File: src/rtl/pmod_16led_pattern_if.sv
// Control and LED bus of the 16-LED PMOD pattern generator.
// The master drives the pattern controls and the slave (the generator)
// returns the step tick and the registered LED drive.
interface pmod_16led_pattern_if #(
    parameter int N_LED = 16
) ();
    logic [1:0]       mode;
    logic             run;
    logic             step;
    logic             dir;
    logic             tick;
    logic [N_LED-1:0] pmod_16led;

    modport master (
        output mode, run, step, dir,
        input  tick, pmod_16led
    );

    modport slave (
        input  mode, run, step, dir,
        output tick, pmod_16led
    );
endinterface

File: src/rtl/pmod_16led_pattern.sv
// LED pattern generator for the 16-LED PMOD.
// A free-running divider produces a step tick; each advance moves one of
// four patterns (binary, Gray, bouncing scanner, bar graph) on the lower
// LEDs. With HB_EN set, the MSB is a heartbeat that toggles on every tick.
module pmod_16led_pattern #(
    parameter int N_LED = 16,
    parameter int DIV   = 12500000,
    parameter int HB_EN = 1
) (
    input  logic                  clk,
    input  logic                  rst_n,
    pmod_16led_pattern_if.slave   bus
);
    // Pattern width: the heartbeat, when present, takes the MSB.
    localparam int W  = (HB_EN != 0) ? N_LED - 1 : N_LED;
    localparam int DW = (DIV > 2) ? $clog2(DIV) : 1;
    localparam int PW = $clog2(W);
    localparam int LW = $clog2(W + 1);

    localparam logic [N_LED-1:0] LED_RST = (HB_EN != 0) ?
        {1'b1, {(N_LED-1){1'b0}}} : {N_LED{1'b0}};

    logic [DW-1:0]    div_cnt_r;
    logic             tick_r;
    logic             step_q_r;
    logic [1:0]       mode_q_r;
    logic [W-1:0]     cnt_r;
    logic [PW-1:0]    pos_r;
    logic             sdir_r;      // 1 = moving up
    logic [LW-1:0]    lvl_r;
    logic [N_LED-1:0] led_r;

    logic             adv_s;
    logic             mode_chg_s;
    logic [W-1:0]     pat_s;
    logic [N_LED-1:0] led_nxt_s;

    // Free-running divider; tick is registered so it lands the cycle after the wrap.
    always_ff @(posedge clk or negedge rst_n) begin
        if (!rst_n) begin
            div_cnt_r <= '0;
            tick_r    <= 1'b0;
        end else begin
            tick_r <= (div_cnt_r == DW'(DIV - 1));
            if (div_cnt_r == DW'(DIV - 1)) begin
                div_cnt_r <= '0;
            end else begin
                div_cnt_r <= div_cnt_r + DW'(1);
            end
        end
    end

    // Advance on ticks while running, otherwise on a manual step rising edge;
    // a mode change takes priority and swallows a coincident advance.
    always_comb begin
        adv_s      = 1'b0;
        mode_chg_s = (bus.mode != mode_q_r);
        if (bus.run) begin
            adv_s = tick_r;
        end else begin
            adv_s = bus.step & ~step_q_r;
        end
    end

    // Edge-detect and mode-change history registers.
    always_ff @(posedge clk or negedge rst_n) begin
        if (!rst_n) begin
            step_q_r <= 1'b0;
            mode_q_r <= 2'b00;
        end else begin
            step_q_r <= bus.step;
            mode_q_r <= bus.mode;
        end
    end

    // Pattern state: reload on mode change, otherwise step the active pattern.
    always_ff @(posedge clk or negedge rst_n) begin
        if (!rst_n) begin
            cnt_r  <= '0;
            pos_r  <= '0;
            sdir_r <= 1'b1;
            lvl_r  <= '0;
        end else if (mode_chg_s) begin
            cnt_r  <= '0;
            pos_r  <= '0;
            sdir_r <= 1'b1;
            lvl_r  <= '0;
        end else if (adv_s) begin
            case (mode_q_r)
                2'b00, 2'b01: begin
                    if (bus.dir) begin
                        cnt_r <= cnt_r + W'(1);
                    end else begin
                        cnt_r <= cnt_r - W'(1);
                    end
                end
                2'b10: begin
                    // Reversal happens on arrival at an end, so each end LED shows for one step.
                    if (sdir_r) begin
                        if (pos_r >= PW'(W - 2)) begin
                            pos_r  <= PW'(W - 1);
                            sdir_r <= 1'b0;
                        end else begin
                            pos_r <= pos_r + PW'(1);
                        end
                    end else begin
                        if (pos_r <= PW'(1)) begin
                            pos_r  <= '0;
                            sdir_r <= 1'b1;
                        end else begin
                            pos_r <= pos_r - PW'(1);
                        end
                    end
                end
                2'b11: begin
                    if (bus.dir) begin
                        if (lvl_r >= LW'(W)) begin
                            lvl_r <= '0;
                        end else begin
                            lvl_r <= lvl_r + LW'(1);
                        end
                    end else begin
                        if ((lvl_r == '0) || (lvl_r > LW'(W))) begin
                            lvl_r <= LW'(W);
                        end else begin
                            lvl_r <= lvl_r - LW'(1);
                        end
                    end
                end
                default: begin
                    cnt_r <= cnt_r;
                end
            endcase
        end
    end

    // Decode the current pattern state into the lower LED bits.
    always_comb begin
        pat_s = '0;
        case (mode_q_r)
            2'b00: pat_s = cnt_r;
            2'b01: pat_s = cnt_r ^ (cnt_r >> 1'b1);
            2'b10: pat_s = W'(1) << pos_r;
            2'b11: begin
                for (int i = 0; i < W; i++) begin
                    pat_s[i] = (i < int'(lvl_r));
                end
            end
            default: pat_s = '0;
        endcase
    end

    if (HB_EN != 0) begin : g_hb
        logic hb_r;

        // Heartbeat toggles on every tick, independent of run.
        always_ff @(posedge clk or negedge rst_n) begin
            if (!rst_n) begin
                hb_r <= 1'b1;
            end else if (tick_r) begin
                hb_r <= ~hb_r;
            end
        end

        assign led_nxt_s = {hb_r, pat_s};
    end else begin : g_no_hb
        assign led_nxt_s = pat_s;
    end

    // Registered LED drive.
    always_ff @(posedge clk or negedge rst_n) begin
        if (!rst_n) begin
            led_r <= LED_RST;
        end else begin
            led_r <= led_nxt_s;
        end
    end

    assign bus.tick       = tick_r;
    assign bus.pmod_16led = led_r;
endmodule

File: src/flat_wrapper.sv
// flat-port wrapper written by rule: the top's interface ports become plain ports
module pmod_16led_pattern_flat 
#(
    parameter int N_LED = 16,
    parameter int DIV   = 12500000,
    parameter int HB_EN = 1
)
  (clk, rst_n, bus_mode, bus_run, bus_step, bus_dir, bus_tick, bus_pmod_16led);
  pmod_16led_pattern_if #(.N_LED(N_LED)) bus_i ();
  input  logic clk;
  input  logic rst_n;
  input wire logic [$bits(bus_i.mode)-1:0] bus_mode;
  input wire logic [$bits(bus_i.run)-1:0] bus_run;
  input wire logic [$bits(bus_i.step)-1:0] bus_step;
  input wire logic [$bits(bus_i.dir)-1:0] bus_dir;
  output wire logic [$bits(bus_i.tick)-1:0] bus_tick;
  output wire logic [$bits(bus_i.pmod_16led)-1:0] bus_pmod_16led;
  assign bus_i.mode = bus_mode;
  assign bus_i.run = bus_run;
  assign bus_i.step = bus_step;
  assign bus_i.dir = bus_dir;
  assign bus_tick = bus_i.tick;
  assign bus_pmod_16led = bus_i.pmod_16led;
  pmod_16led_pattern #(.N_LED(N_LED), .DIV(DIV), .HB_EN(HB_EN)) u_core (.clk(clk), .rst_n(rst_n), .bus(bus_i));
endmodule
File: config.mk
export PLATFORM = sky130hd
export DESIGN_NAME = pmod_16led_pattern_flat
export DESIGN_NICKNAME = d
export VERILOG_FILES = /design/src/rtl/pmod_16led_pattern_if.sv /design/src/rtl/pmod_16led_pattern.sv /design/src/flat_wrapper.sv
export SDC_FILE = /design/constraint.sdc
export NUM_CORES = 1
export LEC_CHECK = 0
export CAP_MARGIN = 20
export CORE_MARGIN = 3
export CORE_UTILIZATION = 39
export CTS_BUF_LIST = sky130_fd_sc_hd__clkbuf_16
export DETAILED_ROUTE_END_ITERATION = 7
export HOLD_SLACK_MARGIN = 0.02
export PLACE_DENSITY = 0.64
export SKIP_CTS_REPAIR_TIMING = 1
export SYNTH_ARGS = -nofsm -noshare
export SYNTH_HDL_FRONTEND = slang
export SYNTH_SLANG_ARGS = --single-unit
File: constraint.sdc
create_clock -name clk -period 2.5 [get_ports clk]
set_input_delay 0.375 -clock clk [delete_from_list [all_inputs] [get_ports clk]]
set_output_delay 0.375 -clock clk [all_outputs]
set_load 0.05 [all_outputs]
==> flow_summary.toml, run 1 <==
[status]
status = "finished, final reports clean"

[yosys]
synthDistinctLibCells = 67
synth-edff-count = 0
synthesis.area_um2 = 4370
yosys.area.top_type_share = 0.378
synth.net_count = 519
yosys-top-cells-area = "dfrtp_1 38%, ha_1 7.2%, nor2_1 4.1%"
syn_inst = 486
seq_area_frac_synth = 0.396
ys_warn_count = 0
ys.flop_type = "dfrtp_1"
ys_ff_latch = 69
syn_avg_cell_area_um2 = 8.98
async_flop_share = 1.00
yosysTopAreaCell = "dfrtp_1"

[worst_setup_path]
crit_type = "reg -> reg"
path_cells = "ha_1, a21o_4, a221oi_4, o21ai_2, o2111a_1, a311oi_2, mux2i_1"
startpoint_type = "flop"
slowest_delay_ns = 0.48
reg2reg_setup_slack_ns = 0.17
crit_fanout = 5
crit_path_end_kind = "flop"
timing.rr.start = "u_core.cnt_r[2]"
r2r-end = "u_core.cnt_r[14]"
reg2reg_depth = 7
slowest_stage = "dfrtp_1"
required_ns = 2.75
critPathArrivalTime_ns = 2.58

[drt]
drt-pass1-iter-count = 4
routed_wl_um = 10900
route.detailed.drc = 0
wl_met3_um = 500
drt_iter0_markers = 270
wl_per_cell_um = 15.6
viasPerCell = 5.56
m1WireLength_um = 5180
dr.max_layer_used = "met4"
postRouteAntennaNets = 0
vias = 3895
wl_met2_um = 5070

[die]
io_pins = 24
die_w_um = 112
die-area_um2 = 12500
die_y_um = 112
core_area_um2 = 10900
start_util = 0.401
num_rows = 38

[cts]
clk_path_buf_depth = 2
root_buffer = "clkbuf_16"
cts_sinks = 69
clock_latency_ns = 0.33
cts-buffers-inserted = 9
h-tree-depth = 3
cts_tree = "done"
clkSlewWorstSetupHoldPaths_ns = 0.06

[pwr]
p_int_mw = 2.02
combPwrFrac = 0.122
swShare = 0.248
netSwitchingPower_mw = 0.667
leakage_nw = 2.45
p_seq_frac = 0.428
power.density_nw_per_um2 = 496
p_clk_frac = 0.449
peakVddDrop_mv = 0.407
finalPower_mw = 2.69

[global_routing]
antenna_found_initial = 0
grt_pass1_wl_um = 18400
grt_pass1_vias = 3730
grt_usage = 0.180
grt_start_max_net_pins = 36
overflow = 0

[layout]
diodes = 0
area_growth_syn_to_layout_pct = 24.0
seq_area_um2 = 1730
final_cell_mix = "66 x dfrtp_1, 54 x buf_4, 48 x nor2_1"
stdcell_count = 700
multi_input_area_um2 = 2490
drive_gt1_frac = 0.163
nets = 588
layout_commonest_cell = "dfrtp_1"
fill_cells = 1003
final_util = 0.497

[place]
dp.cells = 681
routabilityCongestion = 0.895
portBuffers = 23
hpwlAfterDp_um = 8030

[timing]
fin_setup_tns_ns = 0
drv_slew = 0
layout_min_cycle_time_ns = 2.33
maxSlewHeadroom = 0.641
finalCritPeriodShare = 0.934
tightest_slew_ns = 0.538
finalSetupViolCount = 0
max_freq_mhz = 428
clock_skew_ns = 0.0116
rsz0062_at_grt = "false"
hold_violations = 0

[min_path]
hp-class = "in -> async"

[flow_run]
cap_violations = 0
==> metal layers <==
metal  global-route usage  vias up
met5                    0        -
met4               0.0681        0
met3               0.0348       14
met2                0.272       87
met1                0.257     1883
li1                     -     1911
==> worst max-delay path, delay by kind of cell (launching register included) <==
| kind | cells | cell delay (ns) |
|---|---|---|
| AO/OA/AOI/OAI | 5 | 1.19 |
| flip-flops | 1 | 0.48 |
| adder cells (fa/ha/maj) | 1 | 0.35 |
| multiplexers | 1 | 0.23 |
==> cell families after synthesis <==
kind of cell,Yosys count,share of synthesized area
simple gates,181,0.202
compound gates,132,0.203
xor+xnor,37,0.0742
buf+inv,37,0.0390
fa+ha+maj,26,0.0762
flops,69,0.396
mux,4,0.00917
==> worst max path at each step <==
stage          depth (start not counted)  slack [ns]             from          endpoint
2_1_floorplan                          9       -0.02          bus_dir  u_core.cnt_r[14]
3_3_place_gp                           9       -0.49          bus_dir  u_core.cnt_r[12]
3_5_place_dp                           9       -0.63          bus_dir  u_core.cnt_r[14]
4_1_cts                                9       -0.27          bus_dir  u_core.cnt_r[14]
5_1_grt                                7        0.01  u_core.cnt_r[2]  u_core.cnt_r[14]
6_report                               7        0.17  u_core.cnt_r[2]  u_core.cnt_r[14]
==> power by group through the flow <==
stage	combinational, mW	clock (mW)	sequential (mW)
after floorplan	0.152	0	1.20
after global placement	0.318	0	1.17
after detailed placement	0.323	0	1.17
after CTS	0.325	1.23	1.15
after global routing	0.357	1.28	1.15
final	0.328	1.21	1.15
==> synth_stat cells (all sizes together) (2+ instances only) <==
cell / n
o21ai: 31
a22oi: 2
o31ai: 2
nor4: 4
and4: 2
a221oi: 4
dfstp: 3
nor2: 49
nand4: 5
dfrtp: 66
a22o: 3
a31oi: 8
and2: 3
xor2: 18
a21o: 8
o221ai: 4
o21a: 2
o21bai: 2
a21oi: 34
xnor2: 19
or2: 2
nor3b: 3
buf: 6
or3: 9
a211oi: 10
nand3: 24
mux2i: 4
inv: 15
and3: 13
ha: 25
nor2b: 5
clkbuf: 16
a311oi: 2
a32oi: 2
nor3: 12
o22a: 4
nand2: 45
o211ai: 2
==> state kept, by name, summed over array words and instances (netlist names) <==
register	flops
u_core.g_hb.hb_r	1
u_core.bus.tick	1
u_core.pos_r	4
u_core.mode_q_r	2
u_core.bus.pmod_16led	16
u_core.cnt_r	15
u_core.div_cnt_r	24
u_core.lvl_r	4
u_core.sdir_r	1
u_core.step_q_r	1
==> final cells by class <==
cell class / count / area share
Multi-Input combinational cell: 380 / 0.461
Clock buffer: 9 / 0.0416
Timing Repair inverter: 1 / 0.00139
Tap cell: 140 / 0.0323
Inverter: 15 / 0.0111
Timing Repair Buffer: 79 / 0.123
Clock inverter: 7 / 0.0106
Sequential cell: 69 / 0.319
==> stage by stage <==
stage / cell area, um2 / hold slack [ns] / setup WS, ns
after detailed placement: 5110 / 0.370 / -0.626
after CTS: 5390 / 0.0222 / -0.274
after global routing: 5420 / 0.0518 / 0.0104
after global placement: 5110 / 0.364 / -0.485
final: 5420 / 0.0130 / 0.166
after floorplan: 4390 / 0.0794 / -0.0159
Note: power is estimated with default switching activity, not from simulation.
==> run 2, diff against run 1 <==
CORE_UTILIZATION = 60   (was 39)
PLACE_DENSITY = 0.88   (was 0.64)
clock period = 2.4 ns   (was 2.5 ns; I/O delays follow)
==> flow_summary.toml, run 2 (same netlist as run 1, synthesis figures left out) <==
[drt]
wl_per_cell_um = 18.0
route.detailed.drc = 0
viasPerCell = 6.31
drt-pass1-iter-count = 5
postRouteAntennaNets = 0
vias = 4147
drt_iter0_markers = 304
routed_wl_um = 11800

[timing]
layout_min_cycle_time_ns = 2.27
clock_skew_ns = 0.00876
hold_violations = 22
rsz0062_at_grt = "false"
tightest_slew_ns = 0.612
layout_setup_ws_ns = 0.132
maxSlewHeadroom = 0.592
max_freq_mhz = 441
finalCritPeriodShare = 0.945
hold_slack_ns = -0.0120
finalSetupViolCount = 0
drv_slew = 0

[worst_setup_path]
required_ns = 2.65
crit_type = "in -> reg"
path_cells = "dlymetal6s2s_1, clkinvlp_4, buf_12, fa_2, a21o_4, a221oi_4, o21ai_2, o2111a_1, a311oi_2, mux2i_1"
crit_path_end_kind = "flop"
reg2reg_setup_slack_ns = 0.14
crit_fanout = 8
slowest_stage = "fa_2"
r2r-end = "u_core.cnt_r[14]"
startpoint_type = "input pin"
reg2reg_depth = 7
timing.rr.start = "u_core.cnt_r[4]"
slowest_delay_ns = 0.35
critPathArrivalTime_ns = 2.52

[pwr]
p_clk_frac = 0.479
p_seq_frac = 0.403
peakVddDrop_mv = 0.383
netSwitchingPower_mw = 0.742
swShare = 0.249
p_int_mw = 2.23
combPwrFrac = 0.118
power.density_nw_per_um2 = 550
leakage_nw = 2.48

[cts]
cts-buffers-inserted = 9
h-tree-depth = 3
clkSlewWorstSetupHoldPaths_ns = 0.06
cts_sinks = 69
clk_path_buf_depth = 2
clock_latency_ns = 0.33
cts_tree = "done"
root_buffer = "clkbuf_16"

[layout]
largest_register_ffs = 24
layout_commonest_cell = "dfrtp_1"
fill_cells = 443
nets = 589
drive_gt1_frac = 0.171
top_register = "u_core.div_cnt_r"
diodes = 0
final_cell_mix = "66 x dfrtp_1, 57 x buf_4, 48 x nor2_1"
area_growth_syn_to_layout_pct = 24.0

[place]
portBuffers = 23
routabilityCongestion = 0.956
hpwlAfterDp_um = 8170
dp_slack_ns = -0.685

[die]
core_area_um2 = 6910
start_util = 0.632
die_y_um = 91.3
die_w_um = 91.3
die-area_um2 = 8340
io_pins = 24
num_rows = 30

[global_routing]
overflow = 0
grt_pass1_vias = 4113
grt_pass1_wl_um = 20100
grt_start_max_net_pins = 31
antenna_found_initial = 0
grt_usage = 0.300

[min_path]
hp-class = "in -> async"

[flow_run]
cap_violations = 0

[status]
violations = "hold timing"
status = "complete, but fails checks"
run 2: worst max-delay path, delay by kind of cell:
family                     cells  cell delay, ns
adders and majority gates      1            0.35
AOI/OAI and AO/OA              5            1.14
buffers and inverters          3            0.44
muxes                          1            0.22
run 2: cell type report:
| cell class | count | area (um2) | area share |
|---|---|---|---|
| Sequential cell | 69 | 1730 | 0.319 |
| Tap cell | 96 | 120 | 0.0222 |
| Timing Repair Buffer | 81 | 676 | 0.125 |
| Clock inverter | 7 | 97.6 | 0.0180 |
| Inverter | 15 | 60.1 | 0.0111 |
| Multi-Input combinational cell | 380 | 2510 | 0.463 |
| Clock buffer | 9 | 225 | 0.0416 |
run 2: per-layer routing:
layer  vias up  share of wire  routed length, um  track usage
met4         0          0.027                317        0.139
met1      1980           0.41               4810        0.387
met5         -              0                  0            0
li1       1902              -                  -            -
met2       220           0.49               5840        0.494
met3        45          0.073                861       0.0481
run 2: metrics by stage:
stage,TNS (ns),instance area [um2],total power [mW],util,instances
finish,0,5420,2.98,0.784,657
global route,0,5420,3.08,0.784,657
CTS,-1.40,5390,2.97,0.780,656
detailed placement,-4.77,5060,1.55,0.733,640
global placement,-3.81,5060,1.54,0.733,640
floorplan,-0.159,4420,1.41,-,486
run 2: worst max-delay path by stage:
| stage | startpoint | to | slack (ns) | depth (start not counted) |
|---|---|---|---|---|
| floorplan | bus_dir | u_core.cnt_r[14] | -0.10 | 9 |
| detailed placement | bus_dir | u_core.cnt_r[14] | -0.68 | 9 |
| CTS | bus_dir | u_core.cnt_r[14] | -0.34 | 9 |
| global route | u_core.cnt_r[4] | u_core.cnt_r[14] | 0.03 | 7 |
| finish | bus_dir | u_core.cnt_r[14] | 0.13 | 10 |
| global placement | bus_dir | u_core.cnt_r[14] | -0.54 | 9 |
run 2: power by group through the flow:
stage          clock network, mW  registers, mW  logic (mW)
3_5_place_dp                   0           1.22       0.335
3_3_place_gp                   0           1.22       0.323
5_1_grt                     1.50           1.20       0.379
4_1_cts                     1.43           1.20       0.342
6_report                    1.43           1.20       0.350
2_1_floorplan                  0           1.25       0.162
==> run 3, diff against run 2 <==
ABC_AREA = 1   (was default)
CORE_UTILIZATION = 61   (was 60)
PLACE_DENSITY = 0.89   (was 0.88)
==> flow_summary.toml, run 3 <==
[status]
status = "finished, final reports clean"

[yosys]
synth-edff-count = 0
synth.net_count = 662
yosysTopAreaCell = "dfrtp_1"
seq_area_frac_synth = 0.375
synthesis.area_um2 = 4610
ys_warn_count = 0
syn_inst = 629
yosysMostFrequentCell = "nand2_1"
async_flop_share = 1.00
synthDistinctLibCells = 43
syn_avg_cell_area_um2 = 7.33
ys_ff_latch = 69
yosys.area.top_type_share = 0.358
yosys-top-cells-area = "dfrtp_1 36%, nand2_1 14%, inv_1 7.4%"
ys.flop_type = "dfrtp_1"
synthTopCellsByCount = "176 x nand2_1, 91 x inv_1, 73 x nor2_1"

[worst_setup_path]
critPathArrivalTime_ns = 2.26
slowest_stage = "clkdlybuf4s50_1"
slowest_delay_ns = 0.48
crit_fanout = 9
required_ns = 2.63
path_cells = "clkdlybuf4s50_1, inv_1, buf_4, ha_1, nand2_1, nand2_1, nand2_1, nand2_1, a21oi_1, nand3_1, nand3_1, nand2_1"
crit_type = "in -> reg"
path_common_cell = "nand2_1"
startpoint_type = "input pin"
crit_path_end_kind = "flop"

[pwr]
peakVddDrop_mv = 0.298
swShare = 0.276
combPwrFrac = 0.116
p_int_mw = 1.98
netSwitchingPower_mw = 0.757
p_seq_frac = 0.442
power.density_nw_per_um2 = 522
p_clk_frac = 0.442
leakage_nw = 2.65

[drt]
routed_wl_um = 11500
postRouteAntennaNets = 0
wl_per_cell_um = 15.0
viasPerCell = 5.64
vias = 4323
route.detailed.drc = 0
drt-pass1-iter-count = 5
drt_iter0_markers = 287

[layout]
largest_register_ffs = 24
final_cell_mix = "176 x nand2_1, 91 x inv_1, 73 x nor2_1"
diodes = 0
final_util = 0.720
drive_gt1_frac = 0.0704
layout_commonest_cell = "nand2_1"
nets = 696
area_growth_syn_to_layout_pct = 13.9
top_register = "u_core.div_cnt_r"

[timing]
rsz0062_at_grt = "false"
clock_skew_ns = 0.0130
maxSlewHeadroom = 0.596
finalSetupViolCount = 0
drv_slew = 0
finalCritPeriodShare = 0.849
tightest_slew_ns = 0.605
hold_violations = 0
layout_min_cycle_time_ns = 2.04
fin_setup_tns_ns = 0
max_freq_mhz = 491

[cts]
cts-buffers-inserted = 9
cts_sinks = 69
root_buffer = "clkbuf_16"
clock_latency_ns = 0.34
h-tree-depth = 3
cts_tree = "done"
clkSlewWorstSetupHoldPaths_ns = 0.07
clk_path_buf_depth = 2

[global_routing]
grt_pass1_wl_um = 19100
antenna_found_initial = 0
overflow = 0
grt_start_max_net_pins = 45
grt_usage = 0.281
top_usage_layer = "met2"
use_met1 = 0.360
use_met3 = 0.0585
use_met2 = 0.464
grt_pass1_vias = 4118

[die]
core_area_um2 = 7290
start_util = 0.633
die-area_um2 = 8640
io_pins = 24
die_y_um = 93.0
num_rows = 31
die_w_um = 93.0

[min_path]
hp-class = "in -> async"

[place]
portBuffers = 23
routabilityCongestion = 0.990
hpwlAfterDp_um = 8770

[flow_run]
cap_violations = 0
[run 3: cell count changes after synthesis, moves of 9 or more]
cell / before / now
a21oi_1: 34 / 21
nor2_1: 48 / 73
nand2_1: 45 / 176
inv_1: 15 / 91
clkbuf_1: 14 / 4
and3_1: 11 / 1
a211oi_1: 10 / 1
nand3_1: 24 / 39
[run 3: per-layer routing]
metal  vias to the layer above  part of all wire
met5                         -                 0
met4                         0             0.032
met3                        39             0.074
met2                       212              0.47
met1                      1993              0.43
li1                       2079                 -
[run 3: logic make-up after synthesis]
logic type | share of synthesized area
and+or+nand+nor | 0.282
AOI/OAI and AO/OA | 0.116
DFF | 0.375
adders and majority gates | 0.0721
buffers and inverters | 0.0890
xor gates and xnor gates | 0.0664
[run 3: final timing paths]
path                                           from                         to  slack (ns)  cells past startpoint
worst max-delay path                        bus_dir           u_core.cnt_r[14]        0.36                     12
worst min-delay path                          rst_n   u_core.bus.pmod_16led[4]        0.03                      1
worst max register to register  u_core.div_cnt_r[0]       u_core.div_cnt_r[10]        0.60                      6
worst min register to register     u_core.g_hb.hb_r  u_core.bus.pmod_16led[15]        0.37                      0
max in group asynchronous                     rst_n              u_core.sdir_r        1.65                      2
min in group clk                   u_core.g_hb.hb_r  u_core.bus.pmod_16led[15]        0.37                      0
[run 3: power groups by stage]
stage / clock network, mW / logic [mW] / registers (mW)
CTS: 1.23 / 0.318 / 1.21
floorplan: 0 / 0.183 / 1.25
detailed placement: 0 / 0.316 / 1.23
global route: 1.28 / 0.350 / 1.21
finish: 1.21 / 0.319 / 1.21
global placement: 0 / 0.305 / 1.23
[run 3: critical path, delay by kind of cell]
kind	cells	cell delay [ns]
compound gates	1	0.19
fa+ha+maj	1	0.37
buf+inv	3	0.79
simple gates	7	0.55
[run 3: layout make-up]
class / instances / area (um2)
clock buffer: 9 / 225
clock inverter: 7 / 42.5
fill: 602 / 2040
inverter: 96 / 368
multi-input combinational: 457 / 2470
sequential: 69 / 1730
tap: 99 / 124
timing repair buffer: 30 / 290
[run 3: metrics by stage]
step	instances	worst slack, ns	hold WS, ns	total power, mW	cell area [um2]
floorplan	629	0.558	0.0644	1.43	4610
global placement	751	0.0777	0.362	1.53	4980
detailed placement	751	0.0378	0.365	1.55	4980
CTS	767	0.371	0.0452	2.75	5250
global route	767	0.149	0.0624	2.84	5250
finish	767	0.361	0.0332	2.74	5250
